**src/rtl/nova_bitstream_feeder_pkg.sv**
```systemverilog
// Shared types for the nova bitstream feeder: bitstream word/address types and the
// decoder-side request/response packets.
package nova_bitstream_feeder_pkg;

    localparam int BS_ADDR_W = 17;
    localparam int BS_DATA_W = 16;
    localparam int RAM_DATA_W = 32;

    typedef logic [BS_DATA_W-1:0]  BitstreamType;
    typedef logic [BS_ADDR_W-1:0]  BitstreamAddrType;
    typedef logic [RAM_DATA_W-1:0] RamDataType;

    // Response towards the decoder
    typedef struct packed {
        BitstreamType BitStream_buffer_input;
        RamDataType   ext_frame_RAM0_data;
        RamDataType   ext_frame_RAM1_data;
    } InputPacketType;

    // Request from the decoder; the read strobe is active-low
    typedef struct packed {
        logic             BitStream_ram_ren;
        BitstreamAddrType BitStream_ram_addr;
    } OutputPacketType;

    function automatic logic addr_is_oob(input BitstreamAddrType addr, input int unsigned words);
        return {15'd0, addr} >= words;
    endfunction

endpackage

```
**src/rtl/nova_bitstream_feeder_if.sv**
```systemverilog
// Decoder-facing handshake bundle: request packet with valid/stop, response packet with valid/stop.
interface nova_bitstream_feeder_if;
    import nova_bitstream_feeder_pkg::*;

    OutputPacketType reqPacket;
    logic            reqValid;
    logic            reqStop;
    InputPacketType  outPacket;
    logic            outValid;
    logic            outStop;

    modport master (
        output reqPacket, reqValid, outStop,
        input  reqStop, outPacket, outValid
    );

    modport slave (
        input  reqPacket, reqValid, outStop,
        output reqStop, outPacket, outValid
    );
endinterface

```
**src/rtl/nova_bs_fifo.sv**
```systemverilog
// Small synchronous FIFO with extended-pointer full/empty detection and an
// asynchronous (combinational) head read so the head is visible as soon as it is written.
module nova_bs_fifo #(
    parameter int WIDTH = 16,
    parameter int DEPTH = 4
) (
    input  logic                     clk,
    input  logic                     srst,
    input  logic                     push,
    input  logic [WIDTH-1:0]         push_data,
    input  logic                     pop,
    output logic [WIDTH-1:0]         pop_data,
    output logic                     full,
    output logic                     empty,
    output logic [$clog2(DEPTH):0]   count
);
    localparam int AW = $clog2(DEPTH);

    logic [WIDTH-1:0] mem_q [DEPTH];
    logic [AW:0]      wr_ptr_reg, rd_ptr_reg;
    logic             do_push, do_pop;

    assign empty = (wr_ptr_reg == rd_ptr_reg);
    assign full  = (wr_ptr_reg[AW] != rd_ptr_reg[AW]) &&
                   (wr_ptr_reg[AW-1:0] == rd_ptr_reg[AW-1:0]);
    assign count = wr_ptr_reg - rd_ptr_reg;

    // A push into a full FIFO is only legal when the head leaves in the same cycle
    assign do_pop  = pop && !empty;
    assign do_push = push && (!full || do_pop);

    assign pop_data = mem_q[rd_ptr_reg[AW-1:0]];

    always_ff @(posedge clk) begin
        if (do_push) begin
            mem_q[wr_ptr_reg[AW-1:0]] <= push_data;
        end
    end

    always_ff @(posedge clk) begin
        if (srst) begin
            wr_ptr_reg <= '0;
            rd_ptr_reg <= '0;
        end else begin
            if (do_push) begin
                wr_ptr_reg <= wr_ptr_reg + 1'b1;
            end
            if (do_pop) begin
                rd_ptr_reg <= rd_ptr_reg + 1'b1;
            end
        end
    end
endmodule

```
**src/rtl/nova_bitstream_feeder.sv**
```systemverilog
// Turns decoder bitstream read requests into fixed-latency RAM reads and returns the
// words in request order through a credit-protected response FIFO.
module nova_bitstream_feeder
    import nova_bitstream_feeder_pkg::*;
#(
    parameter int          READ_LAT   = 2,
    parameter int          FIFO_DEPTH = 4,
    parameter int unsigned BS_WORDS   = 131072
) (
    input  logic                    clk,
    input  logic                    reset,
    nova_bitstream_feeder_if.slave  bus,
    output logic                    mem_ren,
    output BitstreamAddrType        mem_addr,
    input  BitstreamType            mem_rdata,
    input  RamDataType              frame_RAM0_rdata,
    input  RamDataType              frame_RAM1_rdata,
    output logic                    err_oob
);
    localparam int CW = $clog2(FIFO_DEPTH) + 1;

    logic [CW-1:0]       credits_reg;
    logic                request, accept, addr_oob;
    logic [READ_LAT:1]   pipe_vld_reg, pipe_vld_next;
    logic [READ_LAT:1]   pipe_oob_reg, pipe_oob_next;
    logic                push, pop;
    BitstreamType        push_data, fifo_head;
    logic                fifo_full, fifo_empty;
    logic [CW-1:0]       fifo_count;
    RamDataType          frame0_reg, frame1_reg;
    logic                err_oob_reg;

    // ren=1 packets are no-ops: never a request, never stalled
    assign request  = bus.reqValid && !bus.reqPacket.BitStream_ram_ren;
    assign bus.reqStop = !reset && request && (credits_reg == '0);
    assign accept   = !reset && request && (credits_reg != '0);
    assign addr_oob = addr_is_oob(bus.reqPacket.BitStream_ram_addr, BS_WORDS);

    assign mem_ren  = accept && !addr_oob;
    assign mem_addr = mem_ren ? bus.reqPacket.BitStream_ram_addr : '0;

    // Valid/OOB tags travel alongside the RAM so the tap lines up with mem_rdata
    assign pipe_vld_next[1] = accept;
    assign pipe_oob_next[1] = accept && addr_oob;
    generate
        for (genvar gi = 2; gi <= READ_LAT; gi++) begin : g_pipe
            assign pipe_vld_next[gi] = pipe_vld_reg[gi-1];
            assign pipe_oob_next[gi] = pipe_oob_reg[gi-1];
        end
    endgenerate

    always_ff @(posedge clk) begin
        if (reset) begin
            pipe_vld_reg <= '0;
            pipe_oob_reg <= '0;
        end else begin
            pipe_vld_reg <= pipe_vld_next;
            pipe_oob_reg <= pipe_oob_next;
        end
    end

    assign push      = pipe_vld_reg[READ_LAT];
    assign push_data = pipe_oob_reg[READ_LAT] ? '0 : mem_rdata;
    assign pop       = bus.outValid && !bus.outStop;

    nova_bs_fifo #(
        .WIDTH (BS_DATA_W),
        .DEPTH (FIFO_DEPTH)
    ) u_fifo (
        .clk       (clk),
        .srst      (reset),
        .push      (push),
        .push_data (push_data),
        .pop       (pop),
        .pop_data  (fifo_head),
        .full      (fifo_full),
        .empty     (fifo_empty),
        .count     (fifo_count)
    );

    // A credit is held from accept until the response pops; it is usable again the next cycle
    always_ff @(posedge clk) begin
        if (reset) begin
            credits_reg <= CW'(FIFO_DEPTH);
            err_oob_reg <= 1'b0;
            frame0_reg  <= '0;
            frame1_reg  <= '0;
        end else begin
            credits_reg <= credits_reg - CW'(accept) + CW'(pop);
            if (accept && addr_oob) begin
                err_oob_reg <= 1'b1;
            end
            frame0_reg <= frame_RAM0_rdata;
            frame1_reg <= frame_RAM1_rdata;
        end
    end

    assign bus.outValid = !fifo_empty;
    assign err_oob      = err_oob_reg;

    always_comb begin
        bus.outPacket = '0;
        bus.outPacket.BitStream_buffer_input = fifo_empty ? '0 : fifo_head;
        bus.outPacket.ext_frame_RAM0_data    = frame0_reg;
        bus.outPacket.ext_frame_RAM1_data    = frame1_reg;
    end

    assert property (@(posedge clk) disable iff (reset) !(push && fifo_full && !pop));
    assert property (@(posedge clk) disable iff (reset)
                     (int'(fifo_count) + int'(credits_reg)) <= FIFO_DEPTH);
endmodule
```
**src/flat_wrapper.sv**
```systemverilog
// flat-port wrapper written by rule: the top's interface ports become plain ports
module nova_bitstream_feeder_flat import nova_bitstream_feeder_pkg::*;
#(
    parameter int          READ_LAT   = 2,
    parameter int          FIFO_DEPTH = 4,
    parameter int unsigned BS_WORDS   = 131072
)
  (clk, reset, mem_ren, mem_addr, mem_rdata, frame_RAM0_rdata, frame_RAM1_rdata, err_oob, bus_reqPacket, bus_reqValid, bus_outStop, bus_reqStop, bus_outPacket, bus_outValid);
  nova_bitstream_feeder_if bus_i ();
  input  logic clk;
  input  logic reset;
  output logic mem_ren;
  output BitstreamAddrType mem_addr;
  input  BitstreamType mem_rdata;
  input  RamDataType frame_RAM0_rdata;
  input  RamDataType frame_RAM1_rdata;
  output logic err_oob;
  input wire logic [$bits(bus_i.reqPacket)-1:0] bus_reqPacket;
  input wire logic [$bits(bus_i.reqValid)-1:0] bus_reqValid;
  input wire logic [$bits(bus_i.outStop)-1:0] bus_outStop;
  output wire logic [$bits(bus_i.reqStop)-1:0] bus_reqStop;
  output wire logic [$bits(bus_i.outPacket)-1:0] bus_outPacket;
  output wire logic [$bits(bus_i.outValid)-1:0] bus_outValid;
  assign bus_i.reqPacket = bus_reqPacket;
  assign bus_i.reqValid = bus_reqValid;
  assign bus_i.outStop = bus_outStop;
  assign bus_reqStop = bus_i.reqStop;
  assign bus_outPacket = bus_i.outPacket;
  assign bus_outValid = bus_i.outValid;
  nova_bitstream_feeder #(.READ_LAT(READ_LAT), .FIFO_DEPTH(FIFO_DEPTH), .BS_WORDS(BS_WORDS)) u_core (.clk(clk), .reset(reset), .bus(bus_i), .mem_ren(mem_ren), .mem_addr(mem_addr), .mem_rdata(mem_rdata), .frame_RAM0_rdata(frame_RAM0_rdata), .frame_RAM1_rdata(frame_RAM1_rdata), .err_oob(err_oob));
endmodule
```
**config.mk**
```make
export PLATFORM = sky130hd
export DESIGN_NAME = nova_bitstream_feeder_flat
export DESIGN_NICKNAME = d
export VERILOG_FILES = /design/src/rtl/nova_bitstream_feeder_pkg.sv /design/src/rtl/nova_bitstream_feeder_if.sv /design/src/rtl/nova_bs_fifo.sv /design/src/rtl/nova_bitstream_feeder.sv /design/src/flat_wrapper.sv
export SDC_FILE = /design/constraint.sdc
export NUM_CORES = 1
export LEC_CHECK = 0
export BUFFER_PORTS_ARGS = -buffer_cell sky130_fd_sc_hd__buf_4
export CORE_MARGIN = 2
export CORE_UTILIZATION = 45
export CTS_BUF_LIST = sky130_fd_sc_hd__clkbuf_8
export CTS_CLUSTER_DIAMETER = 60
export DETAILED_ROUTE_END_ITERATION = 8
export GPL_TIMING_DRIVEN = 0
export PLACE_DENSITY = 0.88
export RECOVER_POWER = 25
export SYNTH_ARGS = -nofsm -noshare
export SYNTH_HDL_FRONTEND = slang
export SYNTH_SLANG_ARGS = --single-unit
```
**constraint.sdc**
```tcl
create_clock -name clk -period 2.7 [get_ports clk]
set_input_delay 0.81 -clock clk [delete_from_list [all_inputs] [get_ports clk]]
set_output_delay 0.81 -clock clk [all_outputs]
set_load 0.02 [all_outputs]
```
==> results of run 1 <==
worst min path at each step:
stage | startpoint | slack, ns | cells past startpoint | end
2_1_floorplan | u_core.pipe_vld_reg[1] | 0.41 | 1 | u_core.pipe_vld_reg[2]
3_3_place_gp | u_core.pipe_vld_reg[1] | 0.46 | 1 | u_core.pipe_vld_reg[2]
3_5_place_dp | u_core.pipe_vld_reg[1] | 0.45 | 1 | u_core.pipe_vld_reg[2]
4_1_cts | u_core.pipe_vld_reg[1] | 0.46 | 1 | u_core.pipe_vld_reg[2]
5_1_grt | u_core.pipe_vld_reg[1] | 0.48 | 1 | u_core.pipe_vld_reg[2]
6_report | u_core.pipe_vld_reg[1] | 0.45 | 1 | u_core.pipe_vld_reg[2]
kinds of logic after synthesis:
family | share of synthesized area [%]
other cells | 0.0746
mux | 8.46
flops | 68.9
xor+xnor | 1.34
fa+ha+maj | 2.14
simple gates | 15.3
compound gates | 1.27
buf+inv | 2.59
final cells by class:
cell class                 instances  area (sq um)  area share [%]
tap                              140           175            2.39
inverter                           9          33.8           0.462
buffer                            15           110            1.51
sequential                       141          3470            47.4
multi-input combinational        166          1520            20.8
clock inverter                    15           100            1.37
clock buffer                      17           234            3.20
timing repair buffer             216          1670            22.8
stage by stage:
| step | TNS, ns | util (%) | setup slack [ns] | area (sq um) |
|---|---|---|---|---|
| 2_1_floorplan | 0 | - | 0.0499 | 5030 |
| 3_3_place_gp | -6.20 | 61.7 | -0.370 | 6710 |
| 3_5_place_dp | -2.50 | 61.9 | -0.227 | 6740 |
| 4_1_cts | 0 | 66.7 | 0.0000220 | 7260 |
| 5_1_grt | -0.164 | 67.2 | -0.0253 | 7320 |
| 6_report | 0 | 67.2 | 0.0250 | 7320 |
placed cells by master, fill, tap and decap left out, types with 2 or more instances in the layout:
cell type                    synthesis  layout
sky130_fd_sc_hd__mux4_2             16      16
sky130_fd_sc_hd__clkbuf_8            0      17
sky130_fd_sc_hd__nand2b_1            5       5
sky130_fd_sc_hd__buf_4               1     180
sky130_fd_sc_hd__dfxtp_2             0       6
sky130_fd_sc_hd__buf_6               4      21
sky130_fd_sc_hd__xnor2_4             0       2
sky130_fd_sc_hd__and2_1             20       6
sky130_fd_sc_hd__clkinvlp_4          0       5
sky130_fd_sc_hd__clkinv_2            0       4
sky130_fd_sc_hd__nor2b_1            84      84
sky130_fd_sc_hd__and2_4              0      14
sky130_fd_sc_hd__inv_6               0       3
sky130_fd_sc_hd__buf_12              0       3
sky130_fd_sc_hd__nor2_1              5       5
sky130_fd_sc_hd__a41oi_2             1       2
sky130_fd_sc_hd__mux2i_1             2       2
sky130_fd_sc_hd__clkbuf_1            9      25
sky130_fd_sc_hd__dfxtp_1            77      71
sky130_fd_sc_hd__and2b_1             2       2
sky130_fd_sc_hd__mux2_2              4       4
sky130_fd_sc_hd__xnor2_1             3       2
sky130_fd_sc_hd__edfxtp_1           64      64
sky130_fd_sc_hd__ha_1                7       7
sky130_fd_sc_hd__inv_1               9      10
cell usage after synthesis (3+ instances only):
cell / number
sky130_fd_sc_hd__inv_1: 9
sky130_fd_sc_hd__dfxtp_1: 77
sky130_fd_sc_hd__and2_1: 20
sky130_fd_sc_hd__clkbuf_1: 9
sky130_fd_sc_hd__edfxtp_1: 64
sky130_fd_sc_hd__nor2_1: 5
sky130_fd_sc_hd__mux4_2: 16
sky130_fd_sc_hd__nor2b_1: 84
sky130_fd_sc_hd__nand2b_1: 5
sky130_fd_sc_hd__xnor2_1: 3
sky130_fd_sc_hd__mux2_2: 4
sky130_fd_sc_hd__ha_1: 7
sky130_fd_sc_hd__buf_6: 4
routing by layer:
layer | global-route usage, % | wire length [microns] | vias up
met5 | 0 | 0 | -
met4 | 6.42 | 171 | 0
met3 | 7.88 | 818 | 18
met2 | 34.8 | 6240 | 145
met1 | 20.3 | 4380 | 1599
li1 | - | - | 1603
repair_timing:
| action | in CTS | in global routing |
|---|---|---|
| pin swaps | 5 | 13 |
| hold buffers | 0 | 0 |
| endpoints found under the setup margin | 29 | 26 |
| cloned | 1 | 1 |
| resized for setup | 33 | 17 |
| buffers inserted | 6 | 6 |
report_power, final:
part,internal (mW),switching [mW]
clock,0.628,0.806
combinational,0.498,0.437
sequential,2.32,0.0512
==> results.sh, run 1 <==
export IMPL_run_status="finished, final reports clean"
export IMPL_clk_pin_slew_ns=0.07
export IMPL_avgSynthCellArea_sq_um=15.2
export IMPL_hold_class="flop to flop"
export IMPL_period_minus_slack_ns=2.67
export IMPL_worstSetupStartpointType="input pin"
export IMPL_synth_largest_area_cell="sky130_fd_sc_hd__edfxtp_1"
export IMPL_layout_filler_cells=757
export IMPL_worstMarginPinSlew_ns=0.880
export IMPL_firstDrtPassIters=4
export IMPL_cts_root_buffer="sky130_fd_sc_hd__clkbuf_8"
export IMPL_wl_per_cell_microns=16.2
export IMPL_place_port_buffers=201
export IMPL_synth_top_cells_by_area="sky130_fd_sc_hd__edfxtp_1, sky130_fd_sc_hd__dfxtp_1, sky130_fd_sc_hd__nor2b_1"
export IMPL_crit_top_cell="sky130_fd_sc_hd__buf_6"
export IMPL_path_buf_inv=3
export IMPL_grt_total_usage_pct=19.3
export IMPL_timing_critical_path_slowest_cell_delay_ns=0.40
export IMPL_h_tree_depth=4
export IMPL_regToRegSetupSlack_ns=0.34
export IMPL_cts_path_max_buffers=2
export IMPL_path_delay_family="simple AND/OR/NAND/NOR gates"
export IMPL_finalCritPeriodShare_pct=99.1
export IMPL_seq_area_frac_synth_pct=68.9
export IMPL_async_flop_share_pct=0
export IMPL_post_route_cells_drive_above_1_share_pct=49.4
export IMPL_r2r_end="u_core.credits_reg[2]"
export IMPL_synth_top_area_share_pct=38.2
export IMPL_dr_first_iter_drc_count=96
export IMPL_final_nets=676
export IMPL_dp_cells=674
export IMPL_via_count_of_the_first_global_routing_pass=3494
export IMPL_critical_path_cell_chain="buf_6 > or3b_4 > nor2_4 > buf_6 > and2_4 > buf_6"
export IMPL_crit_arrival_ns=1.86
export IMPL_placeableCoreArea_sq_um=10900
export IMPL_die_height_microns=110
export IMPL_dieWidth_microns=110
export IMPL_yosysWarningCount=0
export IMPL_syn_num_nets=442
export IMPL_clock_latency_ns=0.43
export IMPL_tritoncts_buffer_count=17
export IMPL_report_final_hold_viol_count=0
export IMPL_irDropWorstVdd_mv=0.388
export IMPL_timing_max_slew_rel_slack_pct=41.4
export IMPL_yosys_register_bits=141
export IMPL_synth_edff_count=64
export IMPL_startpoint="bus_reqPacket[17]"
export IMPL_p_leak_nw=3.02
export IMPL_p_total_mw=4.74
export IMPL_routabilityCongestion=0.698
export IMPL_worst_clock_skew_ns=0.00830
export IMPL_hold_ws_ns=0.454
export IMPL_critPathSlowestCell="sky130_fd_sc_hd__or3b_4"
export IMPL_cts_tree="built"
export IMPL_floorplan_io_pins=203
export IMPL_routed_via_count=3365
export IMPL_cp_endpoint="mem_addr[10]"
export IMPL_fin_cells=719
export IMPL_dp_hpwl_microns=8150
export IMPL_setup_violations=0
export IMPL_report_final_slew_viol_count=0
export IMPL_global_route_wire_length_before_repair_microns=17100
export IMPL_number_of_antenna_violations_at_the_first_check_in_global_routing=0
export IMPL_mapped_area_sq_um=5030
export IMPL_timing_max_cap_violations=0
export IMPL_drt_wl_total_microns=11600
export IMPL_r2r_cells=10
export IMPL_pwr_density_cell_nw_per_um2=648
export IMPL_drt_drc_violations_left=0
export IMPL_die_ar_sq_um=12000
export IMPL_antennaDiodeCount=0
export IMPL_synth_main_ff_cell="sky130_fd_sc_hd__dfxtp_1"
export IMPL_endpoint_kind="output port"
export IMPL_grt_start_max_net_pins=17
export IMPL_post_syn_instances=332
export IMPL_max_reg_flops=64
export IMPL_effective_utilization_at_floorplan_pct=46.2
export IMPL_gr_total_overflow=0
export IMPL_netlist_cell_type_count=34
export IMPL_cts_num_sinks=141
export IMPL_area_growth_pct=45.4
export IMPL_rsz0062_at_grt="yes"
export IMPL_worst_path_required_time_ns=1.89
export IMPL_core_rowCount=38
export IMPL_route_antenna_remaining_nets=0
export IMPL_average_via_count_per_standard_cell=4.68
export IMPL_crit_cells=6
export IMPL_timing_critical_path_fanout_max=6
export IMPL_crit_reg2reg_launch="u_core.credits_reg[1]"
export IMPL_criticalPathCategory="input pin to output port"
export IMPL_fmaxAchievable_ghz=0.374
Power figures use the tool's default switching activity.
==> run 2, diff against run 1 <==
--- a/config.mk
+++ b/config.mk
@@ -12,7 +12,7 @@
 export CTS_CLUSTER_DIAMETER = 60
 export DETAILED_ROUTE_END_ITERATION = 8
 export GPL_TIMING_DRIVEN = 0
-export PLACE_DENSITY = 0.88
+export PLACE_DENSITY = 0.86
 export RECOVER_POWER = 25
 export SYNTH_ARGS = -nofsm -noshare
 export SYNTH_HDL_FRONTEND = slang
==> results.sh, run 2 (synthesis gave the netlist of run 1 again) <==
export IMPL_period_minus_slack_ns=2.68
export IMPL_placeableCoreArea_sq_um=10900
export IMPL_rsz0062_at_grt="yes"
export IMPL_route_antenna_remaining_nets=0
export IMPL_cts_path_max_buffers=2
export IMPL_report_final_hold_viol_count=0
export IMPL_routed_via_count=3291
export IMPL_effective_utilization_at_floorplan_pct=46.2
export IMPL_pwr_density_cell_nw_per_um2=696
export IMPL_final_common_cell="sky130_fd_sc_hd__buf_4"
export IMPL_regToRegSetupSlack_ns=0.37
export IMPL_dieWidth_microns=110
export IMPL_die_height_microns=110
export IMPL_worst_clock_skew_ns=0.00982
export IMPL_hold_class="flop to flop"
export IMPL_grt_total_usage_pct=18.9
export IMPL_drt_wl_total_microns=11200
export IMPL_p_leak_nw=3.05
export IMPL_clk_pin_slew_ns=0.08
export IMPL_global_route_wire_length_before_repair_microns=16700
export IMPL_layout_filler_cells=789
export IMPL_post_route_cells_drive_above_1_share_pct=47.6
export IMPL_area_growth_pct=45.7
export IMPL_average_via_count_per_standard_cell=4.60
export IMPL_clock_latency_ns=0.43
export IMPL_placement_stage_cell_area_sq_um=6740
export IMPL_antennaDiodeCount=0
export IMPL_crit_top_cell="sky130_fd_sc_hd__buf_6"
export IMPL_via_count_of_the_first_global_routing_pass=3459
export IMPL_wl_per_cell_microns=15.6
export IMPL_cts_tree="built"
export IMPL_run_status="finished, final reports clean"
export IMPL_drt_drc_violations_left=0
export IMPL_path_delay_family="simple AND/OR/NAND/NOR gates"
export IMPL_worstSetupStartpointType="input pin"
export IMPL_timing_critical_path_fanout_max=6
export IMPL_h_tree_depth=4
export IMPL_routabilityCongestion=0.725
export IMPL_path_buf_inv=3
export IMPL_gr_total_overflow=0
export IMPL_criticalPathCategory="input pin to output port"
export IMPL_endpoint_kind="output port"
export IMPL_fmaxAchievable_ghz=0.373
export IMPL_grt_start_max_net_pins=17
export IMPL_cts_num_sinks=141
export IMPL_tritoncts_buffer_count=17
export IMPL_final_cell_mix="sky130_fd_sc_hd__buf_4, sky130_fd_sc_hd__nor2b_1, sky130_fd_sc_hd__dfxtp_1"
export IMPL_report_final_slew_viol_count=0
export IMPL_irDropWorstVdd_mv=0.345
export IMPL_finalCritPeriodShare_pct=99.2
export IMPL_timing_critical_path_slowest_cell_delay_ns=0.41
export IMPL_place_port_buffers=201
export IMPL_floorplan_io_pins=203
export IMPL_crit_arrival_ns=1.87
export IMPL_setup_violations=0
export IMPL_critPathSlowestCell="sky130_fd_sc_hd__or3b_4"
export IMPL_timing_max_slew_rel_slack_pct=41.5
export IMPL_number_of_antenna_violations_at_the_first_check_in_global_routing=0
export IMPL_cts_root_buffer="sky130_fd_sc_hd__clkbuf_8"
export IMPL_dp_hpwl_microns=8080
export IMPL_worst_path_required_time_ns=1.89
export IMPL_timing_max_cap_violations=0
export IMPL_fin_area_sq_um=7330
export IMPL_core_rowCount=38
export IMPL_max_reg_flops=64
export IMPL_worstMarginPinSlew_ns=0.877
export IMPL_critical_path_cell_chain="buf_6 > or3b_4 > nor2_4 > buf_6 > and2_4 > buf_6"
export IMPL_firstDrtPassIters=4
export IMPL_dr_first_iter_drc_count=89
export IMPL_die_ar_sq_um=12000
export IMPL_hold_ws_ns=0.478
export IMPL_final_nets=673
==> run 2: metal layers <==
layer	GRT usage, %	vias up	wire [microns]
met5	0	-	0
met4	8.32	0	200
met1	19.9	1546	4100
li1	-	1594	-
met2	33.4	132	5980
met3	7.59	19	881
==> run 2: final timing paths <==
| path | start | end | cells after the start |
|---|---|---|---|
| worst min register to register | u_core.pipe_vld_reg[1] | u_core.pipe_vld_reg[2] | 1 |
| worst max register to register | u_core.credits_reg[1] | u_core.credits_reg[2] | 10 |
| worst max-delay path | bus_reqPacket[17] | mem_addr[7] | 6 |
| worst min-delay path | u_core.pipe_vld_reg[1] | u_core.pipe_vld_reg[2] | 1 |
==> run 2: repair_timing <==
item                       4_1_cts  5_1_grt
buffers inserted                 6        3
hold buffers                     0        0
setup endpoints to repair       29       28
gates resized for setup         31        3
pin swaps                        5        3
gates cloned                     1        1
==> run 2: stage by stage <==
stage	utilization [%]	instances	total power [mW]	TNS [ns]	worst slack (ns)
after floorplan	-	332	2.88	0	0.0499
after global placement	61.7	673	3.23	-5.65	-0.345
after detailed placement	61.9	674	3.26	-2.45	-0.230
after CTS	67.4	712	5.13	0	0.00226
after global routing	67.3	716	5.31	-0.00738	-0.00597
final	67.3	716	5.10	0	0.0223
==> run 2: final cells by class <==
cell class              instances  area, sq um  share of cell area (%)
well taps                     140          175                    2.39
plain buffers                  15          110                    1.50
clock buffers                  19          262                    3.57
multi-input cells             166         1490                    20.4
repair buffers                213         1610                    22.0
flip-flops and latches        141         3470                    47.3
inverters                       9         33.8                   0.461
clock inverters                13          175                    2.39
==> run 2: power breakdown <==
part           total, mW  internal (mW)  switching [mW]
registers           2.37           2.32          0.0479
clock network       1.83           1.05           0.783
logic              0.904          0.480           0.424
==> run 3, diff against run 2 <==
--- a/config.mk
+++ b/config.mk
@@ -5,7 +5,9 @@
 export SDC_FILE = /design/constraint.sdc
 export NUM_CORES = 1
 export LEC_CHECK = 0
+export ABC_CLOCK_PERIOD_IN_PS = 2700
 export BUFFER_PORTS_ARGS = -buffer_cell sky130_fd_sc_hd__buf_4
+export CAP_MARGIN = 10
 export CORE_MARGIN = 2
 export CORE_UTILIZATION = 45
 export CTS_BUF_LIST = sky130_fd_sc_hd__clkbuf_8
@@ -16,4 +18,5 @@
 export RECOVER_POWER = 25
 export SYNTH_ARGS = -nofsm -noshare
 export SYNTH_HDL_FRONTEND = slang
+export SYNTH_HIERARCHICAL = 1
 export SYNTH_SLANG_ARGS = --single-unit
==> results.sh, run 3 <==
export IMPL_number_of_antenna_violations_at_the_first_check_in_global_routing=0
export IMPL_gr_total_overflow=0
export IMPL_path_buf_inv=3
export IMPL_timing_max_cap_violations=0
export IMPL_die_height_microns=110
export IMPL_firstDrtPassIters=4
export IMPL_wl_per_cell_microns=16.7
export IMPL_p_leak_nw=3.03
export IMPL_endpoint_kind="output port"
export IMPL_cells_on_worst_hold_path=1
export IMPL_cts_path_max_buffers=2
export IMPL_finalCritPeriodShare_pct=99.2
export IMPL_timing_critical_path_fanout_max=10
export IMPL_fmaxAchievable_ghz=0.373
export IMPL_die_ar_sq_um=12000
export IMPL_worst_clock_skew_ns=0.00935
export IMPL_drt_met1_wl_microns=4050
export IMPL_top_layer="met4"
export IMPL_grt_total_usage_pct=19.8
export IMPL_clk_pin_slew_ns=0.07
export IMPL_h_tree_depth=4
export IMPL_worstMarginPinSlew_ns=0.532
export IMPL_finish_utilization_pct=67.8
export IMPL_final_cell_mix="sky130_fd_sc_hd__buf_4, sky130_fd_sc_hd__nor2b_1, sky130_fd_sc_hd__dfxtp_1"
export IMPL_average_via_count_per_standard_cell=4.80
export IMPL_dr_first_iter_drc_count=125
export IMPL_crit_arrival_ns=1.87
export IMPL_post_syn_instances=331
export IMPL_drt_drc_violations_left=0
export IMPL_hold_class="flop to flop"
export IMPL_cts_num_sinks=141
export IMPL_r2r_end="u_core/credits_reg[2]"
export IMPL_holdPathEnd="u_core/pipe_vld_reg[2]"
export IMPL_setup_violations=0
export IMPL_core_rowCount=38
export IMPL_path_delay_family="simple AND/OR/NAND/NOR gates"
export IMPL_worst_path_required_time_ns=1.89
export IMPL_r2r_cells=13
export IMPL_routed_via_count=3413
export IMPL_met2WireLength_microns=6530
export IMPL_area_growth_pct=46.5
export IMPL_route_antenna_remaining_nets=0
export IMPL_rsz0062_at_grt="yes"
export IMPL_mapped_area_sq_um=5020
export IMPL_clock_latency_ns=0.43
export IMPL_fin_cells=711
export IMPL_worstHoldStart="u_core/pipe_vld_reg[1]"
export IMPL_max_reg_flops=64
export IMPL_dieWidth_microns=110
export IMPL_placement_stage_cell_area_sq_um=6710
export IMPL_effective_utilization_at_floorplan_pct=46.3
export IMPL_timing_critical_path_slowest_cell_delay_ns=0.39
export IMPL_layout_filler_cells=787
export IMPL_worstSetupStartpointType="input pin"
export IMPL_report_final_hold_viol_count=0
export IMPL_avgSynthCellArea_sq_um=15.2
export IMPL_crit_reg2reg_launch="u_core/u_fifo/wr_ptr_reg[0]"
export IMPL_yosysWarningCount=6
export IMPL_fin_area_sq_um=7350
export IMPL_routed_wl_met3_microns=1090
export IMPL_dp_cells=672
export IMPL_cts_root_buffer="sky130_fd_sc_hd__clkbuf_8"
export IMPL_place_port_buffers=201
export IMPL_critical_path_cell_chain="buf_4 > or3b_4 > buf_6 > nor3b_2 > buf_4"
export IMPL_area_used_by_multi_input_combinational_logic_sq_um=1620
export IMPL_period_minus_slack_ns=2.68
export IMPL_critPathSlowestCell="sky130_fd_sc_hd__or3b_4"
export IMPL_post_route_cells_drive_above_1_share_pct=51.0
export IMPL_syn_num_nets=443
export IMPL_ff_latch_area_sq_um=3470
export IMPL_run_status="finished, final reports clean"
export IMPL_timing_max_slew_rel_slack_pct=64.5
export IMPL_grt_start_max_net_pins=18
export IMPL_tritoncts_buffer_count=17
export IMPL_irDropWorstVdd_mv=0.534
export IMPL_cts_tree="built"
export IMPL_placeableCoreArea_sq_um=10800
export IMPL_via_count_of_the_first_global_routing_pass=3534
export IMPL_criticalPathCategory="input pin to output port"
export IMPL_report_final_slew_viol_count=0
export IMPL_cts_hold_buffers_added=0
export IMPL_hold_ws_ns=0.442
export IMPL_global_route_wire_length_before_repair_microns=17400
export IMPL_dp_hpwl_microns=8330
export IMPL_final_setup_tns_ns=0
export IMPL_pwr_density_cell_nw_per_um2=651
export IMPL_drt_wl_total_microns=11900
export IMPL_routabilityCongestion=0.802
export IMPL_floorplan_io_pins=203
export IMPL_antennaDiodeCount=0
export IMPL_final_nets=670
export IMPL_final_common_cell="sky130_fd_sc_hd__buf_4"
export IMPL_regToRegSetupSlack_ns=0.10
export IMPL_crit_top_cell="sky130_fd_sc_hd__buf_4"
==> run 3: what timing repair did <==
action	4_1_cts	5_1_grt
endpoints found under the setup margin	88	82
gates cloned	1	1
pin swaps	1	2
buffers inserted	5	1
resized for setup	21	38
==> run 3: layout make-up <==
cell class              instances  area share (%)
clock inverters                15            2.21
plain buffers                  16            1.65
clock buffers                  17            3.18
repair buffers                209            21.0
well taps                     140            2.38
multi-input cells             164            22.0
inverters                       9           0.459
flip-flops and latches        141            47.2
==> run 3: per-layer routing <==
metal	global-route usage [%]	vias to the layer above
li1	-	1604
met1	20.0	1646
met2	35.4	147
met3	9.66	16
met4	7.05	0
met5	0	-
==> run 3: stage by stage <==
stage / total power [mW] / setup slack [ns]
6_report: 4.79 / 0.0220
3_3_place_gp: 3.05 / -0.412
4_1_cts: 4.77 / -0.00680
5_1_grt: 4.97 / -0.0180
2_1_floorplan: 2.74 / 0.0167
3_5_place_dp: 3.08 / -0.501
==> run 3: worst max path at each step <==
| stage | start | end | slack [ns] | depth (start not counted) |
|---|---|---|---|---|
| 6_report | reset | mem_addr[7] | 0.02 | 5 |
| 5_1_grt | reset | mem_addr[9] | -0.02 | 5 |
| 4_1_cts | reset | mem_addr[10] | -0.007 | 5 |
| 3_5_place_dp | u_core/u_fifo/wr_ptr_reg[0] | bus_outPacket[70] | -0.50 | 7 |
| 3_3_place_gp | u_core/u_fifo/wr_ptr_reg[0] | u_core/u_fifo/wr_ptr_reg[2] | -0.41 | 8 |
| 2_1_floorplan | bus_reqPacket[17] | mem_addr[10] | 0.02 | 3 |
==> run 3: where the power goes <==
part	total [mW]	internal (mW)	switching, mW
clock network	1.67	0.836	0.833
registers	2.36	2.31	0.0480
logic	0.765	0.374	0.390
